$ cat src/rtl/spike_injector.sv
// Host-to-mesh spike ingress: range-checks events, buffers them and emits header+tail flits.
// Optional statistics counters (pkt_count, drop_count) are enabled by defining INJECTOR_STATS_EN.
module spike_injector #(
    parameter int unsigned ROWS        = 3,
    parameter int unsigned COLS        = 3,
    parameter int unsigned NUM_NEURONS = 4,
    parameter int unsigned DATA_WIDTH  = 32,
    parameter int unsigned FIFO_DEPTH  = 4
) (
    input  logic                  clk,
    input  logic                  rst,
    input  logic                  in_valid,
    output logic                  in_ready,
    input  logic [7:0]            in_row,
    input  logic [7:0]            in_col,
    input  logic [7:0]            in_neuron,
    input  logic [29:0]           in_data,
    output logic                  out_valid,
    input  logic                  out_ready,
    output logic [DATA_WIDTH-1:0] out_flit,
    output logic                  drop_err
`ifdef INJECTOR_STATS_EN
    ,
    output logic [15:0]           pkt_count,
    output logic [15:0]           drop_count
`endif
);

    localparam int unsigned PW = $clog2(FIFO_DEPTH);
    localparam logic [PW:0]   CntFull = (PW+1)'(FIFO_DEPTH);
    localparam logic [PW:0]   CntOne  = (PW+1)'(1);
    localparam logic [PW-1:0] PtrOne  = PW'(1);
    localparam logic [8:0]    RowLim  = 9'(ROWS);
    localparam logic [8:0]    ColLim  = 9'(COLS);
    localparam logic [8:0]    NeuLim  = 9'(NUM_NEURONS);

    typedef enum logic [1:0] {StIdle, StHead, StTail} state_e;

    state_e        state_q, state_d;
    logic [53:0]   mem_q [FIFO_DEPTH];
    logic [PW-1:0] wr_ptr_q, rd_ptr_q;
    logic [PW:0]   count_q, count_d;
    logic          drop_err_q;
    logic          accept, in_range, push, drop, pop;
    logic [53:0]   head;

    assign in_ready = (count_q != CntFull);
    assign accept   = in_valid && in_ready;
    assign in_range = ({1'b0, in_row} < RowLim) && ({1'b0, in_col} < ColLim) &&
                      ({1'b0, in_neuron} < NeuLim);
    assign push     = accept && in_range;
    assign drop     = accept && !in_range;
    assign pop      = (state_q == StTail) && out_ready;
    assign head     = mem_q[rd_ptr_q];
    assign drop_err = drop_err_q;

    always_comb begin
        count_d = count_q;
        unique case ({push, pop})
            2'b10:   count_d = count_q + CntOne;
            2'b01:   count_d = count_q - CntOne;
            default: count_d = count_q;
        endcase
    end

    // Storage is not reset; validity is tracked entirely by the pointers and count.
    always_ff @(posedge clk) begin
        if (push) begin
            mem_q[wr_ptr_q] <= {in_row, in_col, in_neuron, in_data};
        end
    end

    always_ff @(posedge clk or posedge rst) begin
        if (rst) begin
            wr_ptr_q   <= '0;
            rd_ptr_q   <= '0;
            count_q    <= '0;
            drop_err_q <= 1'b0;
        end else begin
            if (push) wr_ptr_q <= wr_ptr_q + PtrOne;
            if (pop)  rd_ptr_q <= rd_ptr_q + PtrOne;
            count_q    <= count_d;
            drop_err_q <= drop;
        end
    end

    // FSM: state register
    always_ff @(posedge clk or posedge rst) begin
        if (rst) state_q <= StIdle;
        else     state_q <= state_d;
    end

    // FSM: next state; after a pop, continue straight to the next header if anything remains
    always_comb begin
        state_d = state_q;
        unique case (state_q)
            StIdle:  if (count_q != '0) state_d = StHead;
            StHead:  if (out_ready) state_d = StTail;
            StTail:  if (out_ready) state_d = (count_d != '0) ? StHead : StIdle;
            default: state_d = StIdle;
        endcase
    end

    // FSM: outputs; the head entry cannot change until its tail is popped, so flits stay stable
    always_comb begin
        out_valid = 1'b0;
        out_flit  = '0;
        unique case (state_q)
            StHead: begin
                out_valid = 1'b1;
                out_flit  = {2'b10, 6'b0, head[53:30]};
            end
            StTail: begin
                out_valid = 1'b1;
                out_flit  = {2'b01, head[29:0]};
            end
            default: begin
                out_valid = 1'b0;
                out_flit  = '0;
            end
        endcase
    end

`ifdef INJECTOR_STATS_EN
    logic [15:0] pkt_count_q, drop_count_q;

    always_ff @(posedge clk or posedge rst) begin
        if (rst) begin
            pkt_count_q  <= '0;
            drop_count_q <= '0;
        end else begin
            if (pop)  pkt_count_q  <= pkt_count_q + 16'd1;
            if (drop) drop_count_q <= drop_count_q + 16'd1;
        end
    end

    assign pkt_count  = pkt_count_q;
    assign drop_count = drop_count_q;
`endif

endmodule

$ cat config.mk
export PLATFORM = sky130hd
export DESIGN_NAME = spike_injector
export DESIGN_NICKNAME = d
export VERILOG_FILES = /design/src/rtl/spike_injector.sv
export SDC_FILE = /design/constraint.sdc
export NUM_CORES = 1
export LEC_CHECK = 0
export BUFFER_PORTS_ARGS = -buffer_cell sky130_fd_sc_hd__buf_4
export CORE_MARGIN = 4
export CORE_UTILIZATION = 25
export CTS_CLUSTER_SIZE = 10
export DETAILED_ROUTE_END_ITERATION = 8
export REMOVE_ABC_BUFFERS = 1
export SETUP_SLACK_MARGIN = 0.15
export SLEW_MARGIN = 20
export SYNTH_ARGS = -nofsm -noshare
export SYNTH_HDL_FRONTEND = slang
export SYNTH_SLANG_ARGS = --single-unit
$ cat constraint.sdc
create_clock -name clk -period 3.02 [get_ports clk]
set_clock_uncertainty 0.15 [all_clocks]
set_input_delay 0 -clock clk [delete_from_list [all_inputs] [get_ports clk]]
set_output_delay 0 -clock clk [all_outputs]
set_load 0.03 [all_outputs]
# Word-level counts from Yosys, hierarchy flattened
# Memories as Yosys holds them, arrays and structs flattened.
# Cells that the tools add are included.
# word_totals
ff_bits	10
mem_bits_rw	216
input_bits	58
output_inout_bits	35
word_cells	43
mem_count	1
# op_classes
n_addsub	4
n_lt_le_gt_ge	3
n_eq_ne	8
mux	10
reduce_logical	12
# mem_list
memory	words	word_bits	read_ports	rd_clocked_by_memory_dff	write_ports	line_no	rtl
mem_q	4	54	1	0	1	40	logic [53:0] mem_q [FIFO_DEPTH];
# op_table
operator	n
$pmux W32 S2	1
$lt A8 B2 Y1 const B	2
$lt A8 B3 Y1 const B	1
$logic_and A1 B1 Y1	6
$mux W2	3
$ne A2 B2 Y1 const B	3
$pmux W2 S3	1
$pmux W3 S2	1
$reduce_bool A3 Y1	2
$add A2 B1 Y2 const B	2
$eq A2 B1 Y1 const B	2
$eq A2 B2 Y1 const B	2
$mux W1	4
$add A3 B1 Y3 const B	1
$ne A3 B3 Y1 const B	1
$reduce_and A3 Y1	1
$sub A3 B1 Y3 const B	1
$logic_not A2 Y1	1
$reduce_or A2 Y1	1
$logic_not A1 Y1	1

# Depth between registers and ports, before layout
# Gate-level depths: netlist of run 1.
# depth
depth_word	10
mapped_depth	9

# Least setup slack after synthesis of run 1
# No wires, ideal clock.
# synth_path
path_type	register -> register
from	register count_q[2]
to	memory mem_q[0][0], enable pin
arrival_ns	2.490
slack_ns	-0.037
path_stages_with_launch	6
path_buffers	1
cell_sequence	dfrtp_1 > or3b_4 > nand2_2 > nor3_2 > buf_6 > and2_1
# synth_via
elab_chain_len	5
# synth_rtl
item	line_no	rtl
start, declared	42	logic [PW:0] count_q, count_d;
start signal, assigned	82	count_q <= count_d;
$ne A3 B3 Y1	47	assign in_ready = (count_q != CntFull);
named net in_ready	13	output logic in_ready,
$logic_and A1 B1 Y1	48	assign accept = in_valid && in_ready;
$logic_and A1 B1 Y1	51	assign push = accept && in_range;
$mux W1	68	if (push) begin
$mux W1 (implied by the code)	69	mem_q[wr_ptr_q] <= {in_row, in_col, in_neuron, in_data};
end, declared	40	
# The timed path passes the listed nets, and every way through them passes these cells.

# Worst setup path in the final report of run 1
# layout_path
from	input port in_col[6]
to	register state_q[0]
# layout_via
elab_chain_len	10
# layout_rtl
item	line_no	rtl
start, declared	15	input logic [7:0] in_col,
$lt A8 B2 Y1 *	49	assign in_range = ({1'b0, in_row} < RowLim) && ({1'b0, in_col} < ColLim) &&
$logic_and A1 B1 Y1 * (2 in series)	49	
$logic_and A1 B1 Y1 *	51	
$eq A2 B1 Y1 / $eq A2 B2 Y1 (equally long branches)	59	unique case ({push, pop})
$pmux W3 S2 *	59	
$reduce_bool A3 Y1 *	99	StTail: if (out_ready) state_d = (count_d != '0) ? StHead : StIdle;
$mux W1 *	99	
$mux W2 *	99	
$pmux W2 S3 *	96	unique case (state_q)
end signal, assigned	89	if (rst) state_q <= StIdle;
end signal, assigned	90	else state_q <= state_d;
end, declared	39	state_e state_q, state_d;
# Mark *: on every way between the ends. The rest lies on a longest branch, timed or not. The select of a mux whose other input is x is not followed.
# A chain may end at the register's enable or synchronous reset.

==> run_results.csv, run 1 <==
group,metric,value,unit
status,outcome,"finished clean",
layout,syn_to_final_growth,32.6,%
power_and_ir_drop,seqPwrFrac,0.530,
yosys,synth_top_area_frac,0.738,
layout,seqCellArea,6740,um^2
timing,finalCritPeriodShare,0.880,
grt,grt_first_pass_wirelength,31100,um
yosys,ys_ff_latch,226,
layout,fin_nets,638,
worst_setup_path,end_kind,"flop",
routing,drc,0,
yosys,ys.flop_type,"edfxtp_1",
grt,antenna_found_initial,0,
worst_setup_path,worstPathArrival,2.90,ns
yosys,synth-edff-count,216,
clock_tree,htreeDepth,1,
placed_design,gp_congestion,0.684,
clock_tree,clk_pin_slew,0.05,ns
timing,setup_viol_count_final,0,
worst_setup_path,reg2reg_setup_slack,0.60,ns
power_and_ir_drop,power.switching,1190,uW
worst_setup_path,cp_data_required_time,3.26,ns
worst_setup_path,r2r_cells,7,
floorplan,die-area,38200,um^2
layout,drive_above_1_share,0.365,
timing,final-hold-violation-count,0,
power_and_ir_drop,internal-power,5290,uW
routing,avgViaCountPerCell,4.43,
timing,period_needed,2.66,ns
routing,wl,21000,um
clock_tree,cts_root_buffer,"clkbuf_16",
placed_design,dp_hpwl,12800,um
timing,fin_tns_setup,0,ns
worst_setup_path,crit_fanout,5,
yosys,synthTopCellsByArea,"edfxtp_1, mux4_2, dfrtp_1",
clock_tree,worstSkewPairLatency,0.51,ns
floorplan,rows,68,
floorplan,die_w,196,um
worst_setup_path,rr_startpoint,"count_q[0]",
timing,relSlewSlack,0.650,
placed_design,io_buffers,92,
grt,overflow,0,
layout,design_area,11700,um^2
yosys,synth_area,8790,um^2
worst_setup_path,startpoint,"in_col[6]",
timing,fmax,376,MHz
yosys,yosysSeqAreaShare,0.766,
clock_tree,cts.sinks,226,
timing,worst_slew_pin_slew,0.525,ns
worst_setup_path,crit_type,"in2reg",
worst_hold_path,hp-class,"in2reg",
timing,rsz0062_at_grt,"no",
floorplan,fp.coreArea,34600,um^2
clock_tree,cts_buffer_depth,3,
power_and_ir_drop,swShare,0.184,
floorplan,ios,93,
layout,diodes,0,
power_and_ir_drop,power_density,556,nW/um^2
clock_tree,cts_made_buffers,27,
timing,slew_viol_final,0,
worst_setup_path,crit_end,"state_q[0]",
timing,holdWs,0.0636,ns
layout,multiInputGateArea,1940,um^2
timing,setup_ws,0.363,ns
worst_setup_path,rr_endpoint,"state_q[0]",
worst_setup_path,start_kind,"input port",
power_and_ir_drop,clkPwrFrac,0.443,
grt,grt_usage,0.107,
routing,drt-wirelength-per-cell,20.3,um
power_and_ir_drop,p_comb_frac,0.027,
routing,drtPass1Iterations,4,
floorplan,fp.dieH,196,um
layout,final_cell_count_no_fill,1030,
power_and_ir_drop,power_leakage,0.00384,uW
layout,fill_cells,3229,
routing,antenna_left,0,
grt,grt_max_degree,53,
yosys,synth_top_area_cell,"edfxtp_1",
yosys,synth.avg_cell_area,22.4,um^2
placed_design,pre_cts_slack,0.390,ns
yosys,synthCells,392,
routing,num_vias,4562,
routing,drt_iter0_drc,256,
job,maxCapViolCount,0,
power_and_ir_drop,peakVddDrop,342,uV
placed_design,place_area,10300,um^2
yosys,async_flop_share,0.0442,
yosys,synth_cell_types,34,
placed_design,dpl.cell_count,937,
grt,grt_pass1_vias,4995,
yosys,yosysWarnings,0,
floorplan,initial_utilization,0.254,
clock_tree,cts_tree,"done",
==> what timing repair did <==
| item | 4_1_cts | 5_1_grt |
|---|---|---|
| hold buffers | 58 | 0 |
| gates resized for setup | 0 | 1 |
| hold endpoints to repair | 235 | 0 |
| setup buffers | 1 | 0 |
| setup endpoints to repair | 4 | 4 |
==> cells in the final DEF (no fill, tap or decap), drive strengths merged, types with 9 or more instances in the layout <==
master,count
a32o,24
and2,12
buf,114
clkbuf,29
dfrtp,10
dlygate4sd3,58
edfxtp,216
ha,9
mux4,54
==> synthesized netlist by cell type, types with 2 or more instances <==
cell	number
edfxtp_1	216
inv_1	5
xnor2_1	6
and2_1	12
nor4_1	4
nor2_1	6
nor4b_1	2
clkbuf_1	10
buf_2	7
a32o_1	24
ha_1	9
dfrtp_1	10
buf_1	4
mux4_2	54
nand2_1	4
==> critical path, cell delays in order <==
cell and delay, ns:
dlygate4sd3_1 0.56, buf_4 0.16, nor4_1 0.46, buf_4 0.21
nand4_1 0.15, nor3_2 0.24, nor2_1 0.08, fa_1 0.43
xnor2_1 0.15, nor4b_1 0.34, o41ai_2 0.12
==> registers in the layout, indices dropped and copies added, names as in the netlist <==
| signal | flops |
|---|---|
| rd_ptr_q | 2 |
| mem_q | 216 |
| wr_ptr_q | 2 |
| drop_err | 1 |
| count_q | 3 |
| state_q | 2 |
==> routing by layer <==
metal  global-route usage  part of all wire  vias up
met5                    0                 0        -
met1                0.139              0.41     2386
li1                     -                 -     2012
met4               0.0284             0.021        0
met2                0.180              0.50      130
met3               0.0262             0.071       34
==> area by class of cell <==
type,count,share of cell area
multi-input combinational,138,0.167
clock inverter,5,0.00655
sequential,226,0.578
clock buffer,29,0.0586
tap,455,0.0488
inverter,5,0.00161
timing repair buffer,172,0.139
==> worst min-delay path by stage <==
| stage | cells past startpoint | startpoint | slack (ns) | to |
|---|---|---|---|---|
| 2_1_floorplan | 1 | rst | -0.31 | count_q[0] |
| 3_3_place_gp | 2 | rst | -0.15 | state_q[1] |
| 3_5_place_dp | 2 | rst | -0.13 | state_q[1] |
| 4_1_cts | 2 | in_data[12] | 0.03 | mem_q[1][12] |
| 5_1_grt | 2 | in_data[11] | 0.04 | mem_q[0][11] |
| 6_report | 2 | in_data[19] | 0.06 | mem_q[1][19] |
==> power by group through the flow <==
stage	logic, uW	clock network (uW)	registers [uW]
2_1_floorplan	7.90	0	3500
3_5_place_dp	111	0	3500
6_report	172	2870	3440
5_1_grt	188	3120	3430
3_3_place_gp	103	0	3500
4_1_cts	174	2980	3430
==> metrics by stage <==
stage                      util  power, uW
final                     0.337       6480
after floorplan               -       3510
after CTS                 0.337       6590
after global routing      0.337       6740
after detailed placement  0.297       3610
after global placement    0.297       3600
==> kinds of logic after synthesis <==
family / after synthesis / synth area share
compound gates: 30 / 0.0329
xor+xnor: 7 / 0.00697
fa+ha+maj: 10 / 0.0151
buf+inv: 28 / 0.0142
flops: 226 / 0.766
mux: 57 / 0.142
simple gates: 34 / 0.0226
Power figures use the tool's default switching activity.
==> run 2, diff against run 1 <==
==> constraint.sdc (replaced) <==
create_clock -name clk -period 3.02 [get_ports clk]
set_clock_uncertainty 0.15 [all_clocks]
set_input_delay 0.302 -clock clk [delete_from_list [all_inputs] [get_ports clk]]
set_output_delay 0.302 -clock clk [all_outputs]
set_load 0.03 [all_outputs]
==> run 2 against run 1 <==
Effect of this change:
- final area rose by 0.31%
- non-clock buffer count rose by 2
- register-to-register slack worse by 0.06 ns
- sequential power about the same
- fmax shrank 3.5%
- clock-buffer cell count increased by 19
- die area did not move
- critical path type is now reg2out
- setup slack got worse by 0.096 ns
- final cell count grew 1.6%
==> run_results.csv, run 2 (synthesized netlist as in run 1, its figures left out) <==
group,metric,value,unit
status,outcome,"finished clean",
power_and_ir_drop,clkPwrFrac,0.436,
worst_setup_path,end_kind,"output pin",
layout,fill_cells,3241,
timing,rsz0062_at_grt,"no",
clock_tree,worstSkewPairLatency,0.52,ns
floorplan,ios,93,
layout,layout_commonest_cell,"edfxtp_1",
clock_tree,cts.sinks,226,
timing,slew_viol_final,0,
worst_setup_path,cp_data_required_time,2.57,ns
clock_tree,cts_tree,"done",
layout,largest_reg_flops,216,
layout,syn_to_final_growth,33.0,%
power_and_ir_drop,power_density,547,nW/um^2
layout,top_register,"mem_q",
worst_setup_path,worstPathArrival,2.30,ns
layout,final_cell_mix,"edfxtp_1, buf_4, dlygate4sd3_1",
grt,grt_pass1_vias,5077,
worst_setup_path,crit_path_max_incr_delay,0.60,ns
power_and_ir_drop,power_leakage,0.00384,uW
power_and_ir_drop,total_power,6390,uW
grt,overflow,0,
timing,fmax,363,MHz
worst_setup_path,timing.critical_path.buf_inv,2,
placed_design,dpl.cell_count,941,
worst_setup_path,critical_path.cell_chain,"buf_6 -> mux4_2 -> a32o_1 -> buf_4",
routing,drt_iter0_drc,237,
power_and_ir_drop,internal-power,5190,uW
placed_design,gp_congestion,0.739,
timing,final-hold-violation-count,0,
timing,setup_viol_count_final,0,
layout,drive_above_1_share,0.359,
timing,worst_slew_pin_slew,0.488,ns
timing,finalCritPeriodShare,0.912,
layout,fin_nets,639,
grt,grt_usage,0.103,
routing,drtPass1Iterations,4,
placed_design,dp_hpwl,13000,um
grt,grt_first_pass_wirelength,30400,um
worst_setup_path,start_kind,"flop",
clock_tree,post_cts_buffers,0,
clock_tree,cts_buffer_depth,3,
routing,wl,20200,um
worst_setup_path,critPathTopFamily,"multiplexers",
timing,relSlewSlack,0.674,
grt,grt_max_degree,31,
clock_tree,htreeDepth,1,
routing,antenna_left,0,
worst_setup_path,crit_type,"reg2out",
placed_design,pre_cts_slack,0.107,ns
worst_setup_path,crit_fanout,16,
layout,design_area,11700,um^2
grt,antenna_found_initial,0,
clock_tree,cts_root_buffer,"clkbuf_16",
routing,num_vias,4568,
timing,period_needed,2.75,ns
power_and_ir_drop,p_comb_frac,0.027,
power_and_ir_drop,swShare,0.187,
routing,drt-wirelength-per-cell,19.3,um
power_and_ir_drop,power.switching,1200,uW
power_and_ir_drop,peakVddDrop,393,uV
floorplan,rows,68,
floorplan,die-area,38200,um^2
layout,largestRegisters,"mem_q x216, count_q x3",
timing,fin_tns_setup,0,ns
worst_setup_path,worst_path_max_delay_cell,"mux4_2",
floorplan,fp.coreArea,34600,um^2
power_and_ir_drop,seqPwrFrac,0.537,
floorplan,fp.dieH,196,um
layout,final_cell_count_no_fill,1046,
job,maxCapViolCount,0,
floorplan,die_w,196,um
floorplan,initial_utilization,0.254,
routing,drc,0,
placed_design,place_area,10300,um^2
routing,avgViaCountPerCell,4.37,
placed_design,io_buffers,92,
clock_tree,cts_made_buffers,26,
layout,diodes,0,
worst_hold_path,hp-class,"in2async",
clock_tree,clk_pin_slew,0.06,ns
timing,setup_ws,0.267,ns
==> run 2: cell count changes in the layout (fill, tap and decap cells not counted), sizes merged <==
cell,before,now
dlygate4sd3,58,57
bufinv,2,0
clkbuf,29,48
buf,114,117
clkinv,2,0
inv,6,5
==> run 2: stage by stage <==
stage | utilization | hold WS [ns]
floorplan | - | -0.00782
global placement | 0.299 | 0.170
detailed placement | 0.299 | 0.183
CTS | 0.337 | 0.180
global route | 0.338 | 0.215
finish | 0.338 | 0.190
==> run 2: final cells by class <==
class | count | area (um^2) | share of cell area
Clock buffer | 48 | 754 | 0.0645
Inverter | 5 | 18.8 | 0.00161
Multi-Input combinational cell | 138 | 1960 | 0.167
Sequential cell | 226 | 6740 | 0.577
Tap cell | 455 | 569 | 0.0487
Timing Repair Buffer | 174 | 1650 | 0.141
==> run 2: final timing paths <==
kind,start,to,slack [ns],depth (start not counted)
worst max-delay path,rd_ptr_q[0],out_flit[22],0.27,4
worst min-delay path,rst,count_q[2],0.19,3
worst max register to register,count_q[0],state_q[0],0.54,7
worst min register to register,rd_ptr_q[1],rd_ptr_q[1],0.36,1
max in group asynchronous,rst,rd_ptr_q[0],2.20,3
min in group clk,in_row[3],drop_err,0.30,6
==> run 2: what timing repair did <==
item | 4_1_cts | 5_1_grt
endpoints found under the hold margin | 228 | 0
endpoints found under the setup margin | 30 | 2
hold buffers | 57 | 0
resized for setup | 2 | 2
==> run 2: routing by layer <==
layer	GRT usage	wire [um]
met1	0.134	8540
met2	0.174	10100
met3	0.0236	1120
met4	0.0277	472
met5	0	0
==> run 2: power groups by stage <==
stage | Combinational, uW | Sequential [uW] | Clock [uW]
floorplan | 7.90 | 3500 | 0
global placement | 103 | 3500 | 0
detailed placement | 112 | 3500 | 0
CTS | 174 | 3430 | 2900
global route | 188 | 3430 | 3030
finish | 173 | 3430 | 2790
==> run 2: worst reg2reg max path, stage by stage, from the launching register on <==
cell and delay [ns]:
dfrtp_1 0.45, or3b_4 0.45, nand2_2 0.11, nor3_2 0.05, nor2_1 0.13, fa_1 0.44
nor4b_1 0.43, o41ai_2 0.13
==> run 3, diff against run 2 <==
--- a/config.mk
+++ b/config.mk
@@ -8,6 +8,7 @@
 export BUFFER_PORTS_ARGS = -buffer_cell sky130_fd_sc_hd__buf_4
 export CORE_MARGIN = 4
 export CORE_UTILIZATION = 25
+export CTS_BUF_LIST = sky130_fd_sc_hd__clkbuf_16
 export CTS_CLUSTER_SIZE = 10
 export DETAILED_ROUTE_END_ITERATION = 8
 export REMOVE_ABC_BUFFERS = 1
==> run 3 against run 2 <==
Effect of this change:
- non-clock buffer count unchanged
- register-to-register slack barely moved
- hold slack lost 0.00061 ns
- final area unchanged
- wire length about the same
- critical path type unchanged
- highest routed layer unchanged
==> run_results.csv, run 3 (synthesized netlist as in run 1, its figures left out) <==
group,metric,value,unit
worst_hold_path,hp-class,"in2async",
worst_setup_path,critical_path.cell_chain,"buf_6 -> mux4_2 -> a32o_1 -> buf_4",
clock_tree,cts_tree,"done",
grt,grt_first_pass_wirelength,30400,um
routing,drt_iter0_drc,282,
power_and_ir_drop,peakVddDrop,394,uV
clock_tree,cts_root_buffer,"clkbuf_16",
worst_setup_path,start_kind,"flop",
timing,slew_viol_final,0,
layout,drive_above_1_share,0.359,
worst_setup_path,end_kind,"output pin",
floorplan,die_w,196,um
worst_setup_path,worst_path_max_delay_cell,"mux4_2",
timing,fmax,363,MHz
grt,use_met1,0.134,
grt,antenna_found_initial,0,
status,outcome,"finished clean",
grt,grt_max_degree,31,
timing,fin_tns_setup,0,ns
worst_setup_path,worstPathArrival,2.30,ns
routing,drc,0,
grt,busiest_layer,"met2",
floorplan,fp.dieH,196,um
worst_setup_path,cp_data_required_time,2.57,ns
layout,final_cell_mix,"edfxtp_1, buf_4, dlygate4sd3_1",
grt,use_met3,0.0236,
grt,grt_pass1_vias,5079,
worst_setup_path,timing.critical_path.buf_inv,2,
clock_tree,clk_pin_slew,0.06,ns
routing,num_vias,4566,
timing,setup_ws,0.265,ns
clock_tree,cts.sinks,226,
timing,final-hold-violation-count,0,
floorplan,initial_utilization,0.254,
timing,setup_viol_count_final,0,
clock_tree,post_cts_buffers,0,
layout,largestRegisters,"mem_q x216, count_q x3",
floorplan,die-area,38200,um^2
worst_setup_path,crit_path_max_incr_delay,0.60,ns
placed_design,pre_cts_slack,0.107,ns
placed_design,dp_hpwl,13000,um
layout,layout_commonest_cell,"edfxtp_1",
timing,period_needed,2.76,ns
clock_tree,htreeDepth,1,
worst_setup_path,critPathTopFamily,"multiplexers",
floorplan,ios,93,
power_and_ir_drop,power_leakage,0.00393,uW
floorplan,fp.coreArea,34600,um^2
worst_setup_path,crit_fanout,16,
layout,largest_reg_flops,216,
routing,avgViaCountPerCell,4.37,
layout,finalCoreUtilization,0.338,
timing,worst_slew_pin_slew,0.486,ns
routing,antenna_left,0,
timing,holdWs,0.190,ns
job,maxCapViolCount,0,
placed_design,io_buffers,92,
layout,fill_cells,3241,
floorplan,rows,68,
power_and_ir_drop,power_density,541,nW/um^2
placed_design,gp_congestion,0.739,
routing,wl,20200,um
routing,drt-wirelength-per-cell,19.3,um
grt,met2_usage,0.174,
clock_tree,cts_made_buffers,26,
layout,syn_to_final_growth,33.0,%
layout,top_register,"mem_q",
clock_tree,worstSkewPairLatency,0.52,ns
grt,overflow,0,
grt,grt_usage,0.103,
layout,fin_nets,639,
timing,rsz0062_at_grt,"no",
timing,finalCritPeriodShare,0.912,
timing,relSlewSlack,0.676,
worst_setup_path,crit_type,"reg2out",
clock_tree,cts_buffer_depth,3,
layout,diodes,0,
routing,drtPass1Iterations,4,
## run 3: worst paths after layout
check                      slack [ns]      endpoint  depth (start not counted)   startpoint
hold / removal                   0.19    count_q[2]                          3          rst
min in group clk                 0.30      drop_err                          6    in_row[3]
setup reg to reg                 0.54    state_q[0]                          7   count_q[0]
hold reg to reg                  0.36   rd_ptr_q[1]                          1  rd_ptr_q[1]
setup / recovery                 0.26  out_flit[22]                          4  rd_ptr_q[0]
max in group asynchronous        2.20   rd_ptr_q[0]                          3          rst
## run 3: cell type report
cell class                 instances  area, um^2  area share
sequential                       226        6740       0.577
multi-input combinational        138        1960       0.167
timing repair buffer             174        1650       0.141
clock buffer                      27         676      0.0578
tap                              455         569      0.0487
clock inverter                    21        78.8     0.00674
inverter                           5        18.8     0.00161
## run 3: through the flow
step / instance area (um^2) / instances / power [uW]
final: 11700 / 1046 / 6330
after detailed placement: 10300 / 941 / 3610
after floorplan: 8690 / 369 / 3510
after CTS: 11700 / 1046 / 6440
after global placement: 10300 / 941 / 3600
after global routing: 11700 / 1046 / 6580
## run 3: routing by layer
layer / share of wire / vias up
met5: 0 / -
met3: 0.055 / 46
met4: 0.024 / 0
met2: 0.50 / 130
li1: - / 2024
met1: 0.42 / 2366
## run 3: worst reg2reg max path: stages, from the launching register on
cell,delay (ns)
dfrtp_1,0.45
or3b_4,0.45
nand2_2,0.11
nor3_2,0.05
nor2_1,0.13
fa_1,0.44
nor4b_1,0.43
o41ai_2,0.13
## run 3: power by group
group,total [uW],internal (uW),leakage (uW),switching (uW)
clock,2720,1590,0.000445,1130
combinational,173,102,0.00142,71.3
sequential,3430,3430,0.00206,0.354
total,6330,5120,0.00393,1200
## run 3: timing repair
action,4_1_cts,5_1_grt
hold buffers,57,0
gates cloned,0,0
setup endpoints to repair,30,2
endpoints found under the hold margin,228,0
gates resized for setup,2,2
